<file path="config.mk">
export PLATFORM = sky130hd
export DESIGN_NAME = pulse_stretch_tx
export DESIGN_NICKNAME = d
export VERILOG_FILES = /design/src/rtl/pulse_stretch_tx_pkg.sv /design/src/rtl/pulse_stretch_lane.sv /design/src/rtl/pulse_stretch_tx.sv
export SDC_FILE = /design/constraint.sdc
export NUM_CORES = 1
export LEC_CHECK = 0
export BUFFER_PORTS_ARGS = -buffer_cell sky130_fd_sc_hd__clkbuf_2
export CORE_MARGIN = 5
export CORE_UTILIZATION = 40
export CTS_CLUSTER_SIZE = 30
export DETAILED_ROUTE_END_ITERATION = 16
export GPL_ROUTABILITY_DRIVEN = 0
export PLACE_DENSITY = 0.66
export SLEW_MARGIN = 20
export SYNTH_ARGS = -nofsm -noshare
export SYNTH_HDL_FRONTEND = slang
export SYNTH_SLANG_ARGS = --single-unit
</file>
<file path="constraint.sdc">
create_clock -name clk -period 1.7 [get_ports clk]
set_input_delay 0.255 -clock clk [delete_from_list [all_inputs] [get_ports clk]]
set_output_delay 0.255 -clock clk [all_outputs]
set_load 0.03 [all_outputs]
</file>
<file path="src/rtl/pulse_stretch_tx_pkg.sv">
// Shared definitions for the pulse stretcher:
// lane state encoding, counter sizing and legal parameter minimums.
package pulse_stretch_tx_pkg;

   typedef enum logic [1:0] {
      IDLE = 2'd0,
      HIGH = 2'd1,
      GAP  = 2'd2
   } state_e;

   localparam int MIN_HIGH_CYCLES = 1;
   localparam int MIN_GAP_CYCLES  = 1;

   // Bits needed to hold the larger of the two reload values.
   function automatic int cnt_width(
      input int high_cycles,
      input int gap_cycles
   );
      int m;
      m = (high_cycles > gap_cycles) ? high_cycles : gap_cycles;
      return $clog2(m + 1);
   endfunction

endpackage

</file>
<file path="src/rtl/pulse_stretch_lane.sv">
// One lane: turns a one-cycle request into a registered high level
// followed by a guaranteed low gap, with one queued request and overflow.
module pulse_stretch_lane
   import pulse_stretch_tx_pkg::*;
#(
   parameter int High_Cycles = 4,
   parameter int Gap_Cycles  = 4
) (
   input  logic clk,
   input  logic ares,
   input  logic req_i,
   output logic out_o,
   output logic busy_o,
   output logic ovf_o
);

   localparam int CW = cnt_width(High_Cycles, Gap_Cycles);
   localparam logic [CW-1:0] HIGH_LOAD = CW'(High_Cycles - 1);
   localparam logic [CW-1:0] GAP_LOAD  = CW'(Gap_Cycles - 1);
   localparam logic [CW-1:0] ONE       = CW'(1);

   if (High_Cycles < MIN_HIGH_CYCLES) begin : g_bad_high
      $error("High_Cycles must be at least 1");
   end
   if (Gap_Cycles < MIN_GAP_CYCLES) begin : g_bad_gap
      $error("Gap_Cycles must be at least 1");
   end

   state_e        state_q, state_d;
   logic [CW-1:0] cnt_q, cnt_d;
   logic          pend_q, pend_d;
   logic          ovf_q, ovf_d;
   logic          out_q;
   logic          busy_q;

   // Next state, counter, pending flag and overflow detection.
   always_comb begin
      state_d = state_q;
      cnt_d   = cnt_q;
      pend_d  = pend_q;
      ovf_d   = 1'b0;
      unique case (state_q)
         IDLE: begin
            if (req_i) begin
               state_d = HIGH;
               cnt_d   = HIGH_LOAD;
            end
         end
         HIGH: begin
            if (cnt_q == '0) begin
               state_d = GAP;
               cnt_d   = GAP_LOAD;
            end else begin
               cnt_d = cnt_q - ONE;
            end
            if (req_i) begin
               if (pend_q) ovf_d  = 1'b1;
               else        pend_d = 1'b1;
            end
         end
         GAP: begin
            if (cnt_q == '0) begin
               if (pend_q || req_i) begin
                  // A queued request launches first; a fresh
                  // one arriving now takes its place in the queue.
                  state_d = HIGH;
                  cnt_d   = HIGH_LOAD;
                  pend_d  = pend_q & req_i;
               end else begin
                  state_d = IDLE;
               end
            end else begin
               cnt_d = cnt_q - ONE;
               if (req_i) begin
                  if (pend_q) ovf_d  = 1'b1;
                  else        pend_d = 1'b1;
               end
            end
         end
         default: begin
            state_d = IDLE;
            cnt_d   = '0;
            pend_d  = 1'b0;
         end
      endcase
   end

   // State and output flops; outputs come straight from registers.
   always_ff @(posedge clk or posedge ares) begin
      if (ares) begin
         state_q <= IDLE;
         cnt_q   <= '0;
         pend_q  <= 1'b0;
         ovf_q   <= 1'b0;
         out_q   <= 1'b0;
         busy_q  <= 1'b0;
      end else begin
         state_q <= state_d;
         cnt_q   <= cnt_d;
         pend_q  <= pend_d;
         ovf_q   <= ovf_d;
         out_q   <= (state_d == HIGH);
         busy_q  <= (state_d != IDLE);
      end
   end

   assign out_o  = out_q;
   assign busy_o = busy_q;
   assign ovf_o  = ovf_q;

endmodule

</file>
<file path="src/rtl/pulse_stretch_tx.sv">
// Multi-lane pulse stretcher: Width independent lanes side by side.
// No cross-lane logic lives here.
module pulse_stretch_tx
   import pulse_stretch_tx_pkg::*;
#(
   parameter int Width       = 1,
   parameter int High_Cycles = 4,
   parameter int Gap_Cycles  = 4
) (
   input  logic             clk,
   input  logic             ares,
   input  logic [Width-1:0] Sync_Pulse_In,
   output logic [Width-1:0] Async_Out,
   output logic [Width-1:0] Busy,
   output logic [Width-1:0] Overflow
);

   for (genvar i = 0; i < Width; i++) begin : g_lane
      pulse_stretch_lane #(
         .High_Cycles(High_Cycles),
         .Gap_Cycles (Gap_Cycles)
      ) u_lane (
         .clk   (clk),
         .ares  (ares),
         .req_i (Sync_Pulse_In[i]),
         .out_o (Async_Out[i]),
         .busy_o(Busy[i]),
         .ovf_o (Overflow[i])
      );
   end

endmodule

</file>
* Yosys cells after proc, flatten, opt, wreduce, memory -nomap -nowiden
Cells that the tools add are included.
** Storage, ports and cells
- Register bits after elaboration :: 9
- Input bits :: 3
- Word-level logic and storage cells :: 38
** Cells by class
- Add/sub/neg operators :: 1
- Equality and inequality tests :: 5
- Muxes and demuxes :: 18
- Bitwise operators :: 2
- Reductions and logical operators :: 6
** Operator list (count)
- 3-bit 2-to-1 mux :: 4
- 3-bit one-hot mux with 3 select lines :: 1
- 1-bit 2-to-1 mux :: 7
- 2-bit 2-to-1 mux :: 3
- 2-bit one-hot mux with 3 select lines :: 1
- 2-bit by 1-bit equality test with 1-bit output (second input constant) :: 2
- 2-bit AND reduction :: 2
- 3-bit logical NOT :: 1
- 3-bit != test (second input constant) :: 1
- 1-bit one-hot mux with 3 select lines :: 1
- 3-bit by 1-bit subtractor with 3-bit output (second input constant) :: 1
- 2-bit equality test (second input constant) :: 1
- 2-bit logical NOT :: 1
- 2-bit != test (second input constant) :: 1
- 1-bit one-hot mux with 2 select lines :: 1
- 2-bit nonzero test :: 1
- 1-bit bitwise AND :: 1
- 1-bit logical OR :: 1
- 1-bit inverter :: 1

* Logic depth before layout (Yosys ltp)
Gate-level depths: netlist of run 1.
- Depth in word-level cells :: 5
- Mapped depth :: 7
- Mapped depth without buffers :: 6

* Least setup slack after synthesis of run 1
No wires, ideal clock.
- Path kind :: register to register
- Start point :: register g_lane[0].u_lane.state_q[0]
- End point :: register g_lane[0].u_lane.cnt_q[1]
- Arrival :: 1.310 ns
- Path slack :: 0.265 ns
- Cell stages (with the launch flop) :: 6
- Path buffers :: 0
- Period minus slack after synthesis :: 1.435 ns
- Cell sequence :: dfrtp_1 -> inv_1 -> ha_1 -> nor3b_2 -> o21bai_2 -> mux2_4
** Between the ends
- Word-level cells in the longest chain between the ends :: 3
- Elaborated cells between the ends (all ways) :: 7
** RTL lines
- start: declaration :: RTL line pulse_stretch_lane.sv:29 : state_e state_q, state_d;
- start signal: assignment :: RTL line pulse_stretch_lane.sv:98 : state_q <= state_d;
- 2-bit equality test / 2-bit logical NOT (equally long branches) :: RTL line pulse_stretch_lane.sv:42 : unique case (state_q)
- 3-bit != test (no line) / 2-bit != test (equally long branches)
- 2-bit AND reduction (no line)
- end signal: assignment :: RTL line pulse_stretch_lane.sv:99 : cnt_q <= cnt_d;
- end: declaration :: RTL line pulse_stretch_lane.sv:30 : logic [CW-1:0] cnt_q, cnt_d;
Parallel ways exist; a longest one is shown, timed or not.
A chain may end at the register's enable or synchronous reset.

* Worst setup path after layout of run 1
Same ends and word-level chain as after synthesis.

==> results_dict.tcl, run 1 <==
set metrics [dict create \
    status "completed" \
    r2r_slack_ns 0.15 \
    port_buffers 5 \
    netlist_instances 57 \
    grt_pass1_vias 380 \
    setup_tns_ns 0 \
    finClkSkew_ns 0.00290 \
    path_max_fanout 5 \
    r2r_start "g_lane[0].u_lane.state_q[0]$_DFF_PP0_" \
    yosys.area.top_type_share 0.396 \
    dp_hpwl_um 751 \
    critPathArrivalTime_ns 1.70 \
    rsz0062_at_grt "false" \
    synth_area_leader_cell "dfrtp_1" \
    grt-ovfl-total 0 \
    die_area_um2 2280 \
    n_antenna_cell 0 \
    row_count 13 \
    max_freq_mhz 644 \
    finalInstanceArea_um2 646 \
    synth_area_um2 569 \
    tightest_slew_ns 0.331 \
    switchingPower_uw 588 \
    cts_tree "built" \
    syn_nets 66 \
    p_seq_frac 0.282 \
    seq_area_frac_synth 0.396 \
    antenna_found_initial 0 \
    fin_hold_ws_ns 0.289 \
    regArea_um2 225 \
    wirelength_um 982 \
    die_w_um 47.7 \
    ir_drop_uv 1190 \
    grt_pass1_wl_um 1710 \
    dr_total_vias 424 \
    finalSetupViolations 0 \
    fin_crit_ns 1.55 \
    viasPerCell 5.23 \
    p_sw_frac 0.448 \
    clock_sinks 9 \
    pin_count 6 \
    drc 0 \
    synthTopCellsByArea "dfrtp_1 40%, ha_1 13%, inv_1 4.0%" \
    avgSynthCellArea_um2 9.99 \
    drive_above_1_share 0.227 \
    initial_core_util 0.432 \
    grt_max_degree 10 \
    powerDensity_nw_per_um2 2030 \
    clk_latency_ns 0.27 \
    clockPowerShare 0.127 \
    maxSlewViolCount 0 \
    fill_cells 130 \
    r2r-end "g_lane[0].u_lane.cnt_q[1]$_DFFE_PP0P_" \
    routed_wire_length_per_instance_um 12.1 \
    slew_headroom 0.779 \
    ctsLongestPathBuffers 2 \
    worstPathRequired_ns 1.85 \
    drtIter0Drc 8 \
    track_usage 0.115 \
    multi_input_area_um2 317 \
    drtAntennaViolNets 0 \
    numCtsBuffers 3 \
    end_kind "flop" \
    cap_violations 0 \
    cts_resized 0 \
    worstSetupStartpointType "flop" \
    period_share 0.914 \
    clk_pin_slew_ns 0.06 \
    drt-pass1-iter-count 4 \
    die_h_um 47.7 \
    placed_area_um2 608 \
    ys_ff_latch 9 \
    worstRegToRegCells 5 \
    syn_to_final_growth_pct 13.4 \
    leakage_uw 0.000326 \
    power_frac_comb 0.591 \
    endpoint "g_lane[0].u_lane.cnt_q[1]$_DFFE_PP0P_" \
    startpoint "g_lane[0].u_lane.state_q[0]$_DFF_PP0_" \
    h-tree-depth 1 \
    fp.coreArea_um2 1320 \
    hold_path.class "input pin to flop" \
    nets 76 \
    utilization 0.490 \
    ys_warn_count 0 \
    finalHoldViolCount 0 \
    internal_power_uw 724 \
    clk_root_buffer_cell "clkbuf_4" \
    path_class "flop to flop" \
    synth_cell_types 27 \
]
==> layout make-up <==
cell class / instances / area share
timing repair buffer: 6 / 0.0543
inverter: 6 / 0.0349
clock buffer: 3 / 0.0349
sequential: 9 / 0.349
clock inverter: 1 / 0.00775
tap: 15 / 0.0291
multi-input combinational: 41 / 0.490
==> critical path, cell delays in order (launching register included) <==
cell and delay, ns:
dfrtp_1 0.41, inv_1 0.08, ha_1 0.24, nor3b_2 0.17
o21bai_2 0.21, mux2_4 0.32
==> how the worst min path moves through the flow <==
| stage | depth (start not counted) | startpoint | endpoint |
|---|---|---|---|
| after floorplan | 1 | ares | g_lane[0].u_lane.busy_o$_DFF_PP0_ |
| after global placement | 2 | ares | g_lane[0].u_lane.cnt_q[0]$_DFFE_PP0P_ |
| after detailed placement | 2 | ares | g_lane[0].u_lane.cnt_q[0]$_DFFE_PP0P_ |
| after CTS | 3 | Sync_Pulse_In | g_lane[0].u_lane.ovf_o$_DFF_PP0_ |
| after global routing | 3 | Sync_Pulse_In | g_lane[0].u_lane.ovf_o$_DFF_PP0_ |
| final | 3 | Sync_Pulse_In | g_lane[0].u_lane.ovf_o$_DFF_PP0_ |
==> flip-flops by register name, indices dropped and copies added (netlist names) <==
name                   flops
g_lane.u_lane.state_q      2
g_lane.u_lane.pend_q       1
g_lane.u_lane.busy_o       1
g_lane.u_lane.ovf_o        1
g_lane.u_lane.cnt_q        3
g_lane.u_lane.out_o        1
==> layout by cell type (no fill, tap or decap) <==
| master | instances |
|---|---|
| a21oi_2 | 1 |
| clkinv_2 | 1 |
| nor3_1 | 2 |
| nor2b_1 | 1 |
| inv_1 | 6 |
| o21bai_1 | 1 |
| o21ai_0 | 3 |
| dfrtp_1 | 9 |
| a211oi_2 | 1 |
| a41o_1 | 1 |
| nor3b_1 | 1 |
| nand2_1 | 2 |
| nand2b_4 | 1 |
| nor3b_2 | 1 |
| nand2b_1 | 1 |
| clkbuf_4 | 3 |
| clkbuf_2 | 5 |
| ha_1 | 6 |
| a21o_1 | 1 |
| mux2i_1 | 1 |
| a21oi_1 | 4 |
| o21bai_2 | 1 |
| mux2_4 | 1 |
| o22ai_1 | 1 |
| o31a_1 | 1 |
| dlygate4sd3_1 | 1 |
| o31ai_1 | 1 |
| nand3b_1 | 1 |
| nor2_1 | 6 |
| and2b_1 | 1 |
==> routing by layer <==
| layer | share of wire | GRT usage | up-vias |
|---|---|---|---|
| met2 | 0.40 | 0.148 | 12 |
| li1 | - | - | 216 |
| met5 | 0 | 0 | - |
| met4 | 0.042 | 0.113 | 0 |
| met3 | 0.070 | 0.0338 | 5 |
| met1 | 0.49 | 0.147 | 191 |
==> power by group through the flow <==
stage / logic [uW] / clock network, uW / registers, uW
2_1_floorplan: 589 / 0 / 415
3_3_place_gp: 772 / 0 / 370
3_5_place_dp: 778 / 0 / 372
4_1_cts: 785 / 176 / 369
5_1_grt: 880 / 188 / 385
6_report: 776 / 167 / 369
==> kinds of logic (layout without fill, tap and decap cells) <==
group | count (synthesis) | count (layout) | share of synthesized area
and+or+nand+nor | 17 | 17 | 0.178
muxes | 2 | 2 | 0.0439
adders and majority gates | 6 | 6 | 0.132
buffers and inverters | 7 | 16 | 0.0483
AOI/OAI and AO/OA | 16 | 16 | 0.202
DFF | 9 | 9 | 0.396
==> stage by stage <==
step / worst slack, ns / total power [uW] / std cells
floorplan: 0.265 / 1000 / 57
global placement: 0.154 / 1140 / 76
detailed placement: 0.163 / 1150 / 76
CTS: 0.139 / 1330 / 81
global route: 0.0493 / 1450 / 81
finish: 0.147 / 1310 / 81
==> synthesized netlist by cell type (all sizes together) <==
library cell  n
a211oi        1
a21o          1
a21oi         5
a41o          1
and2b         1
buf           1
dfrtp         9
ha            6
inv           6
mux2          1
mux2i         1
nand2         2
nand2b        2
nand3b        1
nor2          6
nor2b         1
nor3          2
nor3b         2
o21ai         3
o21bai        2
o22ai         1
o31a          1
o31ai         1
==> timing repair <==
item	in CTS	in global routing
hold buffers	1	0
setup buffers	0	0
hold endpoints to repair	9	0
(Power assumes the default switching activity.)
==> run 2, diff against run 1 <==
--- a/config.mk
+++ b/config.mk
@@ -6,12 +6,11 @@
 export NUM_CORES = 1
 export LEC_CHECK = 0
 export BUFFER_PORTS_ARGS = -buffer_cell sky130_fd_sc_hd__clkbuf_2
-export CORE_MARGIN = 5
 export CORE_UTILIZATION = 40
 export CTS_CLUSTER_SIZE = 30
 export DETAILED_ROUTE_END_ITERATION = 16
 export GPL_ROUTABILITY_DRIVEN = 0
-export PLACE_DENSITY = 0.66
+export PLACE_DENSITY = 0.67
 export SLEW_MARGIN = 20
 export SYNTH_ARGS = -nofsm -noshare
 export SYNTH_HDL_FRONTEND = slang
==> run 2 against run 1 <==
  * Global-route usage rose by 5.4 points
  * Cell count is the same
  * Register-to-register slack improved by 0.02 ns
  * Combinational power increased by 2%
  * Via count rose by 1.9%
  * Worst setup slack gained 0.018 ns
  * Non-clock buffer count did not move
  * Total power increased by 1.3%
  * Sequential share of layout area rose by 0.068 points
  * Routed wire length is 2.6% higher
==> results_dict.tcl, run 2 (synthesis gave the netlist of run 1 again) <==
set metrics [dict create \
    status "completed" \
    finClkSkew_ns 0.00453 \
    leakage_uw 0.000323 \
    min_to "g_lane[0].u_lane.ovf_o$_DFF_PP0_" \
    finalInstanceArea_um2 644 \
    fp.coreArea_um2 1320 \
    row_count 13 \
    cts_tree "built" \
    wirelength_um 1010 \
    end_kind "flop" \
    tightest_slew_ns 0.351 \
    worstPathCellList "inv_1 -> ha_1 -> nor3b_2 -> o21bai_2 -> mux2_4" \
    final_cell_mix "9 x dfrtp_1, 6 x nor2_1, 6 x inv_1, 6 x ha_1, 5 x clkbuf_2" \
    clock_sinks 9 \
    numCtsBuffers 3 \
    hold_path.class "input pin to flop" \
    syn_to_final_growth_pct 13.2 \
    ctsLongestPathBuffers 2 \
    top_regs "g_lane.u_lane.cnt_q: 3 flops, g_lane.u_lane.state_q: 2 flops" \
    routed_wire_length_per_instance_um 12.4 \
    dr_total_vias 432 \
    track_usage 0.169 \
    period_share 0.903 \
    drt-pass1-iter-count 2 \
    cts_resized 0 \
    clk_latency_ns 0.27 \
    worstSetupStartpointType "flop" \
    r2r_slack_ns 0.16 \
    viasPerCell 5.33 \
    drtIter0Drc 4 \
    grt-ovfl-total 0 \
    critPathArrivalTime_ns 1.69 \
    clk_pin_slew_ns 0.06 \
    setup_tns_ns 0 \
    pin_count 6 \
    fin_crit_ns 1.54 \
    worstHoldStart "Sync_Pulse_In" \
    port_buffers 5 \
    drive_above_1_share 0.212 \
    maxSlewViolCount 0 \
    crit_slowest_cell "dfrtp_1" \
    grt_pass1_vias 415 \
    top_register "g_lane.u_lane.cnt_q" \
    cap_violations 0 \
    initial_core_util 0.432 \
    grt_pass1_wl_um 1660 \
    path_class "flop to flop" \
    h-tree-depth 1 \
    critPathMaxStageDelay_ns 0.41 \
    layout.cells.most_common "dfrtp_1" \
    worstRegToRegCells 5 \
    largest_reg_flops 3 \
    rsz0062_at_grt "false" \
    powerDensity_nw_per_um2 2060 \
    r2r-end "g_lane[0].u_lane.cnt_q[1]$_DFFE_PP0P_" \
    clk_root_buffer_cell "clkbuf_4" \
    die_w_um 39.7 \
    placed_area_um2 608 \
    fill_cells 116 \
    die_area_um2 1580 \
    finalHoldViolCount 0 \
    drc 0 \
    r2r_start "g_lane[0].u_lane.state_q[0]$_DFF_PP0_" \
    drtAntennaViolNets 0 \
    die_h_um 39.7 \
    antenna_found_initial 0 \
    path_max_fanout 5 \
    nets 76 \
    worstPathRequired_ns 1.85 \
    max_freq_mhz 651 \
    grt_max_degree 10 \
    n_antenna_cell 0 \
    dp_hpwl_um 741 \
    finalSetupViolations 0 \
    hold_depth 3 \
    slew_headroom 0.766 \
    ir_drop_uv 1060 \
]
==> run 2: cell count changes in the layout (fill, tap and decap cells not counted), sizes merged <==
cell    delta
clkinv     -1
clkbuf     +1
==> run 2: layout make-up <==
cell class | count | area, um2 | share of cell area
multi-input cells | 41 | 317 | 0.491
well taps | 15 | 18.8 | 0.0291
clock buffers | 4 | 26.3 | 0.0408
inverters | 6 | 22.5 | 0.0350
flip-flops and latches | 9 | 225 | 0.350
repair buffers | 6 | 35.0 | 0.0544
==> run 2: worst max-delay path by stage <==
stage / startpoint / cells after the start / to / slack, ns
floorplan: g_lane[0].u_lane.state_q[0]$_DFF_PP0_ / 5 / g_lane[0].u_lane.cnt_q[1]$_DFFE_PP0P_ / 0.27
global placement: g_lane[0].u_lane.state_q[0]$_DFF_PP0_ / 5 / g_lane[0].u_lane.cnt_q[1]$_DFFE_PP0P_ / 0.18
detailed placement: g_lane[0].u_lane.state_q[0]$_DFF_PP0_ / 5 / g_lane[0].u_lane.cnt_q[1]$_DFFE_PP0P_ / 0.16
CTS: g_lane[0].u_lane.cnt_q[0]$_DFFE_PP0P_ / 6 / g_lane[0].u_lane.out_o$_DFF_PP0_ / 0.16
global route: g_lane[0].u_lane.state_q[0]$_DFF_PP0_ / 5 / g_lane[0].u_lane.cnt_q[1]$_DFFE_PP0P_ / 0.05
finish: g_lane[0].u_lane.state_q[0]$_DFF_PP0_ / 5 / g_lane[0].u_lane.cnt_q[1]$_DFFE_PP0P_ / 0.16
==> run 2: what timing repair did <==
| item | CTS | global route |
|---|---|---|
| hold endpoints to repair | 9 | 0 |
| hold buffers | 1 | 0 |
| setup buffers | 0 | 0 |
==> run 2: worst max-delay path: cells and delay by family (launching register included) <==
kind                     cells  cell delay (ns)
multiplexers                 1             0.32
buffers and inverters        1             0.08
adder cells (fa/ha/maj)      1             0.25
AND/OR/NAND/NOR              1             0.17
AO/OA/AOI/OAI                1             0.19
flip-flops                   1             0.41
==> run 2: report_power, final <==
| part | total (uW) | switching (uW) | internal, uW |
|---|---|---|---|
| sequential | 370 | 60.6 | 310 |
| clock | 167 | 76.2 | 90.5 |
| combinational | 792 | 461 | 331 |
| total | 1330 | 598 | 731 |
==> run 2: per-layer routing <==
metal	vias to the layer above	wire [um]	global-route usage
met4	0	52	0.181
met3	5	34	0.0284
met2	7	452	0.262
met1	204	469	0.184
li1	216	-	-
met5	-	0	0
==> run 2: per-stage QoR <==
stage | hold slack, ns | setup slack, ns | util | power (uW) | cells
global route | 0.339 | 0.0507 | 0.489 | 1430 | 81
finish | 0.291 | 0.165 | 0.489 | 1330 | 81
detailed placement | 0.221 | 0.159 | 0.462 | 1160 | 76
CTS | 0.286 | 0.157 | 0.489 | 1340 | 81
global placement | 0.212 | 0.185 | 0.462 | 1150 | 76
floorplan | 0.0829 | 0.265 | - | 1000 | 57
